===== config.mk =====
export PLATFORM = sky130hd
export DESIGN_NAME = wb_port_arbiter_flat
export DESIGN_NICKNAME = d
export VERILOG_FILES = /design/src/rtl/wb_pkg.sv /design/src/rtl/wb_port_arbiter_if.sv /design/src/rtl/wb_fifo.sv /design/src/rtl/wb_port_arbiter.sv /design/src/flat_wrapper.sv
export SDC_FILE = /design/constraint.sdc
export NUM_CORES = 1
export LEC_CHECK = 0
export ABC_AREA = 1
export CORE_ASPECT_RATIO = 0.6
export CORE_MARGIN = 10
export CORE_UTILIZATION = 50
export CTS_CLUSTER_DIAMETER = 200
export DETAILED_ROUTE_END_ITERATION = 8
export HOLD_SLACK_MARGIN = 0.03
export PLACE_DENSITY = 0.83
export SLEW_MARGIN = 20
export SYNTH_ARGS = -nofsm -noshare
export SYNTH_HDL_FRONTEND = slang
export SYNTH_SLANG_ARGS = --single-unit
export TNS_END_PERCENT = 100

===== constraint.sdc =====
create_clock -name clk -period 7.4 [get_ports clk]
set_input_delay 1.85 -clock clk [delete_from_list [all_inputs] [get_ports clk]]
set_output_delay 1.85 -clock clk [all_outputs]
set_load 0.02 [all_outputs]

===== src/rtl/wb_pkg.sv =====
// Shared definitions for the register-file writeback port arbiter.
package wb_pkg;
  localparam int unsigned XLEN       = 64;
  localparam int unsigned REG_ADDR_W = 5;

  typedef enum logic [1:0] {
    StIdle,
    StStall,
    StBubble
  } wb_state_e;
endpackage


===== src/rtl/wb_port_arbiter_if.sv =====
// MDU result handshake into the writeback arbiter.
interface wb_port_arbiter_if;
  import wb_pkg::*;

  logic                  valid;
  logic                  ready;
  logic [XLEN-1:0]       result;
  logic [REG_ADDR_W-1:0] addr;

  modport master (output valid, result, addr, input ready);
  modport slave  (input valid, result, addr, output ready);
endinterface


===== src/rtl/wb_fifo.sv =====
// Synchronous MDU result FIFO exposing per-entry valid/addr for hazard queries.
module wb_fifo
  import wb_pkg::*;
#(
  parameter int unsigned DEPTH = 2
) (
  input  logic                  clk,
  input  logic                  rst,
  input  logic                  push,
  input  logic                  pop,
  input  logic [XLEN-1:0]       push_data,
  input  logic [REG_ADDR_W-1:0] push_addr,
  output logic                  full,
  output logic                  full_next,
  output logic                  empty,
  output logic [XLEN-1:0]       head_data,
  output logic [REG_ADDR_W-1:0] head_addr,
  output logic [DEPTH-1:0]      entry_valid,
  output logic [REG_ADDR_W-1:0] entry_addr [DEPTH]
);
  localparam int unsigned PW = (DEPTH > 1) ? $clog2(DEPTH) : 1;
  localparam int unsigned CW = $clog2(DEPTH + 1);

  logic [XLEN-1:0]       data_q [DEPTH];
  logic [REG_ADDR_W-1:0] addr_q [DEPTH];
  logic [PW-1:0]         wptr_q, rptr_q;
  logic [CW-1:0]         count_q, count_d;

  assign count_d   = count_q + CW'(push) - CW'(pop);
  assign full      = (count_q == CW'(DEPTH));
  assign full_next = (count_d == CW'(DEPTH));
  assign empty     = (count_q == '0);
  assign head_data = data_q[rptr_q];
  assign head_addr = addr_q[rptr_q];
  assign entry_addr = addr_q;

  // Entry i is live when its distance from the read pointer is below the count.
  always_comb begin
    entry_valid = '0;
    for (int i = 0; i < DEPTH; i++) begin
      entry_valid[i] = CW'(PW'(PW'(i) - rptr_q)) < count_q;
    end
  end

  always_ff @(posedge clk) begin
    if (rst) begin
      wptr_q  <= '0;
      rptr_q  <= '0;
      count_q <= '0;
    end else begin
      if (push) wptr_q <= wptr_q + PW'(1);
      if (pop)  rptr_q <= rptr_q + PW'(1);
      count_q <= count_d;
    end
  end

  always_ff @(posedge clk) begin
    if (push) begin
      data_q[wptr_q] <= push_data;
      addr_q[wptr_q] <= push_addr;
    end
  end
endmodule


===== src/rtl/wb_port_arbiter.sv =====
// Shares the register-file write port between MEM/WB writeback and buffered MDU results,
// forcing one-cycle pipeline stalls when the buffer fills or its head starves.
module wb_port_arbiter
  import wb_pkg::*;
#(
  parameter int unsigned FIFO_DEPTH   = 2,
  parameter int unsigned STARVE_LIMIT = 4
) (
  input  logic                  clk,
  input  logic                  rst,
  input  logic [XLEN-1:0]       pipe_result_i,
  input  logic [REG_ADDR_W-1:0] pipe_addr_i,
  input  logic                  pipe_we_i,
  wb_port_arbiter_if.slave      mdu,
  output logic                  rf_we_o,
  output logic [REG_ADDR_W-1:0] rf_addr_o,
  output logic [XLEN-1:0]       rf_data_o,
  output logic                  stall_o,
  input  logic [REG_ADDR_W-1:0] query_addr_i,
  output logic                  query_hit_o
);
  localparam int unsigned SW = $clog2(STARVE_LIMIT + 1);

  logic                  pipe_eff, push, pop;
  logic                  full, full_next, empty;
  logic [XLEN-1:0]       head_data;
  logic [REG_ADDR_W-1:0] head_addr;
  logic [FIFO_DEPTH-1:0] entry_valid;
  logic [REG_ADDR_W-1:0] entry_addr [FIFO_DEPTH];
  logic [SW-1:0]         starve_q, starve_d;
  wb_state_e             state_q, state_d;
  logic                  rf_we_q;
  logic [REG_ADDR_W-1:0] rf_addr_q;
  logic [XLEN-1:0]       rf_data_q;

  assign pipe_eff  = pipe_we_i && (pipe_addr_i != '0);
  assign mdu.ready = ~full;
  // x0 results complete the handshake but are dropped.
  assign push      = mdu.valid && mdu.ready && (mdu.addr != '0);
  assign pop       = ~empty && ~pipe_eff;

  wb_fifo #(
    .DEPTH (FIFO_DEPTH)
  ) u_fifo (
    .clk         (clk),
    .rst         (rst),
    .push        (push),
    .pop         (pop),
    .push_data   (mdu.result),
    .push_addr   (mdu.addr),
    .full        (full),
    .full_next   (full_next),
    .empty       (empty),
    .head_data   (head_data),
    .head_addr   (head_addr),
    .entry_valid (entry_valid),
    .entry_addr  (entry_addr)
  );

  always_comb begin
    starve_d = starve_q;
    if (pop || empty) begin
      starve_d = '0;
    end else if (starve_q != SW'(STARVE_LIMIT)) begin
      starve_d = starve_q + SW'(1);
    end
  end

  // A saturated counter left over from a violated bubble re-requests immediately.
  always_comb begin
    state_d = state_q;
    case (state_q)
      StIdle: begin
        if (full_next || (starve_d >= SW'(STARVE_LIMIT - 1))) state_d = StStall;
      end
      StStall:  state_d = StBubble;
      StBubble: state_d = StIdle;
      default:  state_d = StIdle;
    endcase
  end

  always_comb begin
    query_hit_o = 1'b0;
    for (int i = 0; i < FIFO_DEPTH; i++) begin
      if (entry_valid[i] && (entry_addr[i] == query_addr_i)) query_hit_o = 1'b1;
    end
    if (query_addr_i == '0) query_hit_o = 1'b0;
  end

  always_ff @(posedge clk) begin
    if (rst) begin
      state_q   <= StIdle;
      starve_q  <= '0;
      rf_we_q   <= 1'b0;
      rf_addr_q <= '0;
      rf_data_q <= '0;
    end else begin
      state_q  <= state_d;
      starve_q <= starve_d;
      rf_we_q  <= pipe_eff || pop;
      if (pipe_eff) begin
        rf_addr_q <= pipe_addr_i;
        rf_data_q <= pipe_result_i;
      end else begin
        rf_addr_q <= head_addr;
        rf_data_q <= head_data;
      end
    end
  end

  assign stall_o   = (state_q == StStall);
  assign rf_we_o   = rf_we_q;
  assign rf_addr_o = rf_addr_q;
  assign rf_data_o = rf_data_q;
endmodule


===== src/flat_wrapper.sv =====
// flat-port wrapper written by rule: the top's interface ports become plain ports
module wb_port_arbiter_flat import wb_pkg::*;
#(
  parameter int unsigned FIFO_DEPTH   = 2,
  parameter int unsigned STARVE_LIMIT = 4
)
  (clk, rst, pipe_result_i, pipe_addr_i, pipe_we_i, rf_we_o, rf_addr_o, rf_data_o, stall_o, query_addr_i, query_hit_o, mdu_valid, mdu_result, mdu_addr, mdu_ready);
  wb_port_arbiter_if mdu_i ();
  input  logic clk;
  input  logic rst;
  input  logic [XLEN-1:0] pipe_result_i;
  input  logic [REG_ADDR_W-1:0] pipe_addr_i;
  input  logic pipe_we_i;
  output logic rf_we_o;
  output logic [REG_ADDR_W-1:0] rf_addr_o;
  output logic [XLEN-1:0] rf_data_o;
  output logic stall_o;
  input  logic [REG_ADDR_W-1:0] query_addr_i;
  output logic query_hit_o;
  input wire logic [$bits(mdu_i.valid)-1:0] mdu_valid;
  input wire logic [$bits(mdu_i.result)-1:0] mdu_result;
  input wire logic [$bits(mdu_i.addr)-1:0] mdu_addr;
  output wire logic [$bits(mdu_i.ready)-1:0] mdu_ready;
  assign mdu_i.valid = mdu_valid;
  assign mdu_i.result = mdu_result;
  assign mdu_i.addr = mdu_addr;
  assign mdu_ready = mdu_i.ready;
  wb_port_arbiter #(.FIFO_DEPTH(FIFO_DEPTH), .STARVE_LIMIT(STARVE_LIMIT)) u_core (.clk(clk), .rst(rst), .pipe_result_i(pipe_result_i), .pipe_addr_i(pipe_addr_i), .pipe_we_i(pipe_we_i), .mdu(mdu_i), .rf_we_o(rf_we_o), .rf_addr_o(rf_addr_o), .rf_data_o(rf_data_o), .stall_o(stall_o), .query_addr_i(query_addr_i), .query_hit_o(query_hit_o));
endmodule

Yosys cells after proc, flatten, opt, wreduce, memory -nomap -nowiden

Memory sizes are Yosys's and may differ from the RTL's. A register that Yosys moved wholly into a read port is not among the register bits.
Cells that the tools add are included.

Bits in latches: 0
Input bits: 147
Memories kept: 1
Bits in read-only memories: 0
Word-level logic and storage cells: 70
Flip-flop bits (word level): 89
Output and inout port bits: 73
Bits in writable memories: 128

Memories:

| name                 | words | bits a word | read ports | clocked after memory_dff | wr ports | RTL line      | RTL |
|---|---|---|---|---|---|---|---|
| u_core.u_fifo.data_q | 2     | 64          | 1          | 1                        | 1        | wb_fifo.sv:24 | `logic [XLEN-1:0] data_q [DEPTH];` |

Order comparisons: 6
Divide/modulo/power cells: 0
Add/sub/neg operators: 7
Shifts and indexed selects: 0
Reduce and logical (&&, ||, !) cells: 15
Multiply operators: 0
Muxes and demuxes: 19
Bitwise gates (word level): 5
Eq/ne operators: 7

Operators with widths:

| kind                                                              | number |
|---|---|
| two-way mux 64 bit                                                | 1 |
| two-way mux 5 bit                                                 | 5 |
| bitwise mux 10 bit                                                | 1 |
| == test 5 bit                                                     | 2 |
| nonzero test 5 bit                                                | 2 |
| logical AND 1 bit                                                 | 7 |
| two-way mux 1 bit                                                 | 7 |
| two-way mux 3 bit                                                 | 2 |
| demux 5 bit (select 1 bit)                                        | 1 |
| logical NOT 5 bit                                                 | 1 |
| == test 2 bit, second input constant                              | 2 |
| greater-or-equal comparator 2 bit, second input constant          | 2 |
| logical NOT 2 bit                                                 | 2 |
| < comparator 1 x 2 -> 1 bit                                       | 2 |
| NOT 1 -> 2 bit                                                    | 2 |
| one-hot mux 2 bit (2 select lines)                                | 1 |
| adder 3 x 1 -> 3 bit, second input constant                       | 1 |
| greater-or-equal comparator 3 x 2 -> 1 bit, second input constant | 1 |
| logical OR 1 bit                                                  | 3 |
| != test 3 bit, second input constant                              | 1 |
| NOT 1 bit                                                         | 3 |
| adder 1 bit, second input constant                                | 2 |
| adder 2 x 1 -> 2 bit                                              | 1 |
| == test 2 x 1 -> 1 bit, second input constant                     | 1 |
| 5 further kinds                                                   | 6 |

Longest topological paths before layout

Gate-level depths: netlist of the first run.

Word-level depth: 10
Depth in mapped cells: 15
Gate-level depth less buffers: 14

By module

From an unflattened synthesis of the first run, not the netlist that was laid out.

Cell total of the unflattened synthesis: 643
Area, all modules: 8385.5 um2

By module, submodules not included:

| module          | area an instance (um2) | cells an instance | times used | sequential area each (um2) |
|---|---|---|---|---|
| wb_fifo         | 5526.6                 | 261               | 1          | 4244.1 |
| wb_port_arbiter | 2859.0                 | 382               | 1          | 1501.4 |

Worst setup path before layout of the first run

OpenSTA, ideal clock, no wires.

Path kind: input port to flip-flop
Start: input port mdu_valid
End: memory u_core.u_fifo.data_q[1][0], enable pin
Stages on the path: 3
Data required time: 6902 ps
Buffers on the path: 0
Setup time: 498 ps
Data arrival time: 5096 ps
Path slack: 1806 ps
Path through: a21boi_0 > nand2_1 > nor2_1

Longest elaborated chain between the ends: 4

Ends and longest elaborated chain:

| item                                    | RTL line              | RTL |
|---|---|---|
| start, declared                         | flat_wrapper.sv:20    | `input wire logic [$bits(mdu_i.valid)-1:0] mdu_valid;` |
| logical AND 1 bit (2 in series)         | wb_port_arbiter.sv:39 | `assign push = mdu.valid && mdu.ready && (mdu.addr != '0);` |
| two-way mux 1 bit                       | wb_fifo.sv:58         | `if (push) begin` |
| two-way mux 1 bit (implied by the code) | wb_fifo.sv:59         | `data_q[wptr_q] <= push_data;` |
| end, declared                           | wb_fifo.sv:24         |  |

Every way passes these cells.

Final worst setup path of the first run

Start: input port query_addr_i[2]
End: output port query_hit_o

Longest elaborated chain between the ends: 5
Elaborated cells on any way between the ends: 8
Those cells by class: eq/ne (2); mux (3); reduce/logical (3)

Ends and longest elaborated chain:

| item                            | RTL line              | RTL |
|---|---|---|
| start, declared                 | flat_wrapper.sv:18    | `input logic [REG_ADDR_W-1:0] query_addr_i;` |
| == test 5 bit                   | wb_port_arbiter.sv:85 | `if (entry_valid[i] && (entry_addr[i] == query_addr_i)) query_hit_o = 1'b1;` |
| logical AND 1 bit               | wb_port_arbiter.sv:85 |  |
| two-way mux 1 bit (2 in series) | wb_port_arbiter.sv:85 |  |
| two-way mux 1 bit *             | wb_port_arbiter.sv:87 | `if (query_addr_i == '0) query_hit_o = 1'b0;` |
| end, declared                   | flat_wrapper.sv:19    | `output logic query_hit_o;` |

Every way passes the cells marked *; elsewhere a longest branch is shown, timed or not.

==> results.toml, run 1 <==
[yosys]
ys_types = 25
synthCells = 608
ys_seq_area_frac = 0.724
ys_ff_latch = 218
syn_area_mm2 = 0.00794
yosys_warnings = 0
avgSynthCellArea_um2 = 13.1
syn_nets = 759

[placement]
portBuffers = 219
globalplace.congestion = 0.837
dp_hpwl_um = 14200
place_ws_ns = 1.89
dpl_cell_area_mm2 = 0.0102
place_inst = 1000

[run_status]
status = "completed"

[clock_tree]
postCtsSetupBuffers = 0
clk_pin_slew_worst_paths_ns = 0.06
h-tree-depth = 1
cts_resized = 0
cts-root-buf = "clkbuf_16"
cts_hold_buf = 0
insertion_delay_ns = 0.49
cts_buffers = 20
cts_tree = "yes"
clockBufferDepth = 3
clock_sinks = 218

[timing]
fin_crit_ns = 5.50
min_period_over_period = 0.744
setup_viol = 0
finalClockSkew_ns = 0.00637
fin_ws_ns = 1.90
rsz0062_at_grt = "false"
tightest_slew_ns = 1.04
whs_ns = 0.484
clock.fmax_mhz = 182
finalSetupTns_ns = 0
slew_violations = 0
slew_headroom = 0.303
finalHoldViolations = 0

[drt]
drc = 0
drt_pass1_iterations = 5
num_vias = 5496
wirelength_um = 20300
wl_per_cell_um = 19.6
vias_per_cell = 5.31
ant_nets = 0
drt-initial-drc-count = 493

[setup_path]
required_ns = 5.55
start_kind = "primary input"
crit_path_end_kind = "output pin"
cp_max_fo = 3
worstPathArrival_ns = 3.65
timing_worst_setup_path_type = "primary input to output pin"

[power_and_ir_drop]
p_leak_nw = 4.19
fin_total_pwr_mw = 3.29
power.density_mw_per_mm2 = 301
irDropWorstVdd_mv = 0.177

[grt]
busiest_layer = "met2"
grtUsageMet3 = 0.0507
overflow = 0
antenna_found_initial = 0
grt_pass1_vias = 5702
grt_pass1_wl_um = 31600
use_met1 = 0.215
grt_util_all_layers = 0.180
grt_max_degree = 87
use_met2 = 0.314

[floorplanning]
fp-row-count = 35
core_area_mm2 = 0.0155
ios = 220
die_w_um = 183
die_h_um = 118
start_util = 0.514
die_area_mm2 = 0.0215

[cells_and_area]
num_antenna_cells = 0
nets = 970
final_util = 0.707
stdcell_count = 1036
multi_input_area_mm2 = 0.00192
seq_area_mm2 = 0.00575
postLayoutCellArea_mm2 = 0.0109
areaGrowthSynthToFinish_pct = 37.7
nFillCells = 1040
drive_above_1_share = 0.0528

[min_path]
hp-class = "register to register"

[run]
max-cap-violations = 0
area by class of cell:
class	count	area share
Clock inverter	11	0.0106
Inverter	25	0.00858
Multi-Input combinational cell	331	0.175
Timing Repair Buffer	223	0.203
Tap cell	203	0.0232
Clock buffer	25	0.0533
Sequential cell	218	0.526
path summary, 6_finish.rpt:
path / slack (ns) / start / cells after the start / endpoint
setup / recovery: 1.90 / query_addr_i[2] / 8 / query_hit_o
setup reg to reg: 4.74 / u_core.u_fifo.count_q[0] / 5 / u_core.u_fifo.data_q[0][55]
hold / removal: 0.48 / u_core.state_q[0] / 2 / u_core.state_q[1]
hold reg to reg: 0.48 / u_core.state_q[0] / 2 / u_core.state_q[1]
synth_stat cells:
library cell	number	share of area
clkbuf_1	11	0.0052
a21boi_0	1	0.00095
clkinv_1	1	0.00047
o21ai_0	38	0.024
dfxtp_1	80	0.20
xnor2_1	1	0.0011
xor2_1	5	0.0055
edfxtp_1	138	0.52
inv_1	24	0.011
nand3_2	1	0.0013
nand3_1	38	0.024
buf_2	8	0.0050
nor3_1	6	0.0038
mux2i_1	32	0.040
clkbuf_4	1	0.00095
a21oi_1	48	0.030
nor2_1	24	0.011
o211a_1	32	0.040
or2_2	1	0.00079
buf_6	3	0.0043
nand2_1	98	0.046
nor3b_1	1	0.00095
buf_4	11	0.010
nor2_4	1	0.0014
ha_1	4	0.0063
metal layers:
metal / up-vias / part of all wire
met4: 0 / 0.022
met5: - / 0
met2: 230 / 0.49
li1: 2585 / -
met1: 2644 / 0.40
met3: 37 / 0.080
logic make-up after synthesis:
| family | after synthesis | share of synthesized area |
|---|---|---|
| and+or+nand+nor | 170 | 0.0898 |
| DFF | 218 | 0.724 |
| xor gates and xnor gates | 6 | 0.00662 |
| buffers and inverters | 59 | 0.0377 |
| AOI/OAI and AO/OA | 119 | 0.0955 |
| muxes | 32 | 0.0403 |
| adders and majority gates | 4 | 0.00630 |
where the power goes:
| part | total (mW) | internal [mW] | switching [mW] |
|---|---|---|---|
| Clock | 1.07 | 0.633 | 0.434 |
| Combinational | 0.639 | 0.289 | 0.350 |
| Sequential | 1.59 | 1.48 | 0.101 |
critical path, stage by stage:
cell and delay [ns]:
clkdlybuf4s50_1 0.53, inv_1 0.08, nand2_1 0.08, nand2_1 0.05
nor3_1 0.17, nand3_1 0.11, a21oi_1 0.15, clkdlybuf4s50_1 0.62
sequential cells by signal (all words and copies together) (netlist names), named ones only:
signal,count
u_core.u_fifo.wptr_q,1
u_core.rf_we_o,1
u_core.rf_addr_o,5
u_core.u_fifo.rptr_q,1
u_core.u_fifo.data_q,128
u_core.rf_data_o,64
u_core.state_q,2
u_core.u_fifo.entry_addr,10
u_core.starve_q,3
u_core.u_fifo.count_q,2
layout by cell type, fill, tap and decap left out:
| cell type | instances |
|---|---|
| buf_4 | 4 |
| dfxtp_1 | 79 |
| xor2_1 | 5 |
| nor2_1 | 22 |
| ha_1 | 4 |
| nor3b_1 | 1 |
| o21ai_0 | 38 |
| a21oi_1 | 48 |
| nand2_1 | 97 |
| clkbuf_1 | 2 |
| clkinv_1 | 2 |
| nand3_2 | 1 |
| clkinv_2 | 2 |
| nor2_4 | 3 |
| inv_2 | 1 |
| mux2i_1 | 32 |
| xnor2_1 | 1 |
| bufinv_16 | 2 |
| clkinv_4 | 1 |
| inv_1 | 24 |
| or2_2 | 1 |
| clkdlybuf4s50_1 | 219 |
| edfxtp_1 | 138 |
| nor3_1 | 6 |
| o211a_1 | 32 |
| clkinvlp_4 | 4 |
| dfxtp_4 | 1 |
| a21boi_0 | 1 |
| nand3_1 | 38 |
| clkbuf_16 | 23 |
| nand2_4 | 1 |
No activity file was read; power rests on OpenSTA's default activity.
==> inputs of run 2 (changes only) <==
CORE_UTILIZATION = 43   (was 50)
PLACE_DENSITY = 0.76   (was 0.83)
clock period = 4.95 ns   (was 7.4 ns; I/O delays follow)
==> run 2 against run 1 <==
Sequential power grew 47%. Global-route usage is 2.8 points lower. Clock power is 45% higher. Final cell count increased by 4.2%. Critical path depth stayed put. Critical path type unchanged. Combinational power grew 54%. Clock skew barely moved.
==> results.toml, run 2 (same netlist as run 1, synthesis figures left out) <==
[timing]
rsz0062_at_grt = "false"
slew_headroom = 0.306
setup_viol = 0
finalHoldViolations = 0
whs_ns = 0.455
min_period_over_period = 0.880
tightest_slew_ns = 1.04
slew_violations = 0
fin_crit_ns = 4.36
finalClockSkew_ns = 0.00651
clock.fmax_mhz = 230
fin_ws_ns = 0.593

[floorplanning]
die_w_um = 195
die_h_um = 125
die_area_mm2 = 0.0245
start_util = 0.438
core_area_mm2 = 0.0181
fp-row-count = 38
ios = 220

[power_and_ir_drop]
fin_total_pwr_mw = 4.86
p_leak_nw = 4.21
irDropWorstVdd_mv = 0.323
power.density_mw_per_mm2 = 442

[placement]
portBuffers = 219
globalplace.congestion = 0.842
place_ws_ns = 0.594
dp_hpwl_um = 13700

[cells_and_area]
nFillCells = 1435
final_cell_mix = "clkdlybuf4s50_1, edfxtp_1, nand2_1"
num_antenna_cells = 0
nets = 976
areaGrowthSynthToFinish_pct = 38.5
largest_register_ffs = 128
drive_above_1_share = 0.0584
regMostFlops = "u_core.u_fifo.data_q"
final_util = 0.607
final_common_cell = "clkdlybuf4s50_1"

[grt]
grt_pass1_wl_um = 30400
grt_util_all_layers = 0.152
grt_pass1_vias = 5370
overflow = 0
grt_max_degree = 51
antenna_found_initial = 1

[drt]
met1_length_um = 8850
wirelength_um = 19500
top_layer = "met5"
routed-wl-met2_um = 8410
drt-initial-drc-count = 300
drt_pass1_iterations = 5
drc = 0
num_vias = 5311
ant_nets = 0
wl_per_cell_um = 18.1
vias_per_cell = 4.92
met3WireLength_um = 2030

[setup_path]
worstPathArrival_ns = 3.12
rrSetupSlack_ns = 2.65
worstPathCellList = "clkdlybuf4s50_1 > inv_1 > nand2_1 > nand2_1 > nor3_1 > nand3_1 > a21oi_1 > clkdlybuf4s50_1"
timing_worst_setup_path_type = "primary input to output pin"
crit_path_end_kind = "output pin"
crit_slowest_cell = "clkdlybuf4s50_1"
cp_max_fo = 3
start_kind = "primary input"
required_ns = 3.71
max_stage_delay_ns = 0.63

[clock_tree]
clockBufferDepth = 3
insertion_delay_ns = 0.48
cts_hold_buf = 0
cts-root-buf = "clkbuf_16"
cts_buffers = 21
clock_sinks = 218
h-tree-depth = 1
cts_resized = 0
clk_pin_slew_worst_paths_ns = 0.06
cts_tree = "yes"
postCtsSetupBuffers = 0

[run_status]
status = "completed"

[run]
max-cap-violations = 0

[min_path]
hp-class = "register to register"
==> run 2: cell count changes in the layout (fill, tap and decap cells not counted), sizes merged <==
cell | before | now
buf | 4 | 9
clkbuf | 25 | 28
bufinv | 2 | 1
clkinv | 5 | 6
clkinvlp | 4 | 3
inv | 25 | 24
==> run 2: per-layer routing <==
| metal | vias to the layer above | GRT usage |
|---|---|---|
| met5 | - | 0 |
| li1 | 2606 | - |
| met1 | 2483 | 0.208 |
| met4 | 2 | 0.0237 |
| met2 | 195 | 0.228 |
| met3 | 25 | 0.0592 |
==> run 2: critical path: cells and delay by family <==
family	cells	cell delay, ns
AND/OR/NAND/NOR	4	0.41
AO/OA/AOI/OAI	1	0.18
buffers and inverters	3	1.29
==> run 2: final timing paths <==
path,from,to,cells past startpoint
worst min register to register,u_core.state_q[1],u_core.state_q[1],1
worst max register to register,register,u_core.rf_data_o[4],4
worst min-delay path,u_core.state_q[1],u_core.state_q[1],1
worst max-delay path,query_addr_i[2],query_hit_o,8
==> run 2: layout make-up <==
cell class                 instances  area [µm²]  share of cell area
inverter                          25        93.8             0.00853
multi-input combinational        331        1920               0.174
tap                              240         300              0.0273
clock inverter                     9        73.8             0.00671
sequential                       218        5750               0.523
clock buffer                      28         602              0.0547
timing repair buffer             228        2260               0.206
==> run 2: power by group <==
group / total (mW) / internal (mW) / switching, mW / leakage [nW]
sequential: 2.33 / 2.22 / 0.111 / 1.95
combinational: 0.984 / 0.435 / 0.550 / 1.93
clock: 1.55 / 0.905 / 0.644 / 0.324
total: 4.86 / 3.56 / 1.30 / 4.21
==> run 2: per-stage QoR <==
stage / TNS, ns / instance area, µm² / instances
final: 0 / 11000 / 1079
after global routing: 0 / 11000 / 1079
after CTS: 0 / 11000 / 1079
after detailed placement: 0 / 10300 / 1042
after global placement: 0 / 10300 / 1042
after floorplan: -1.16 / 7940 / 608
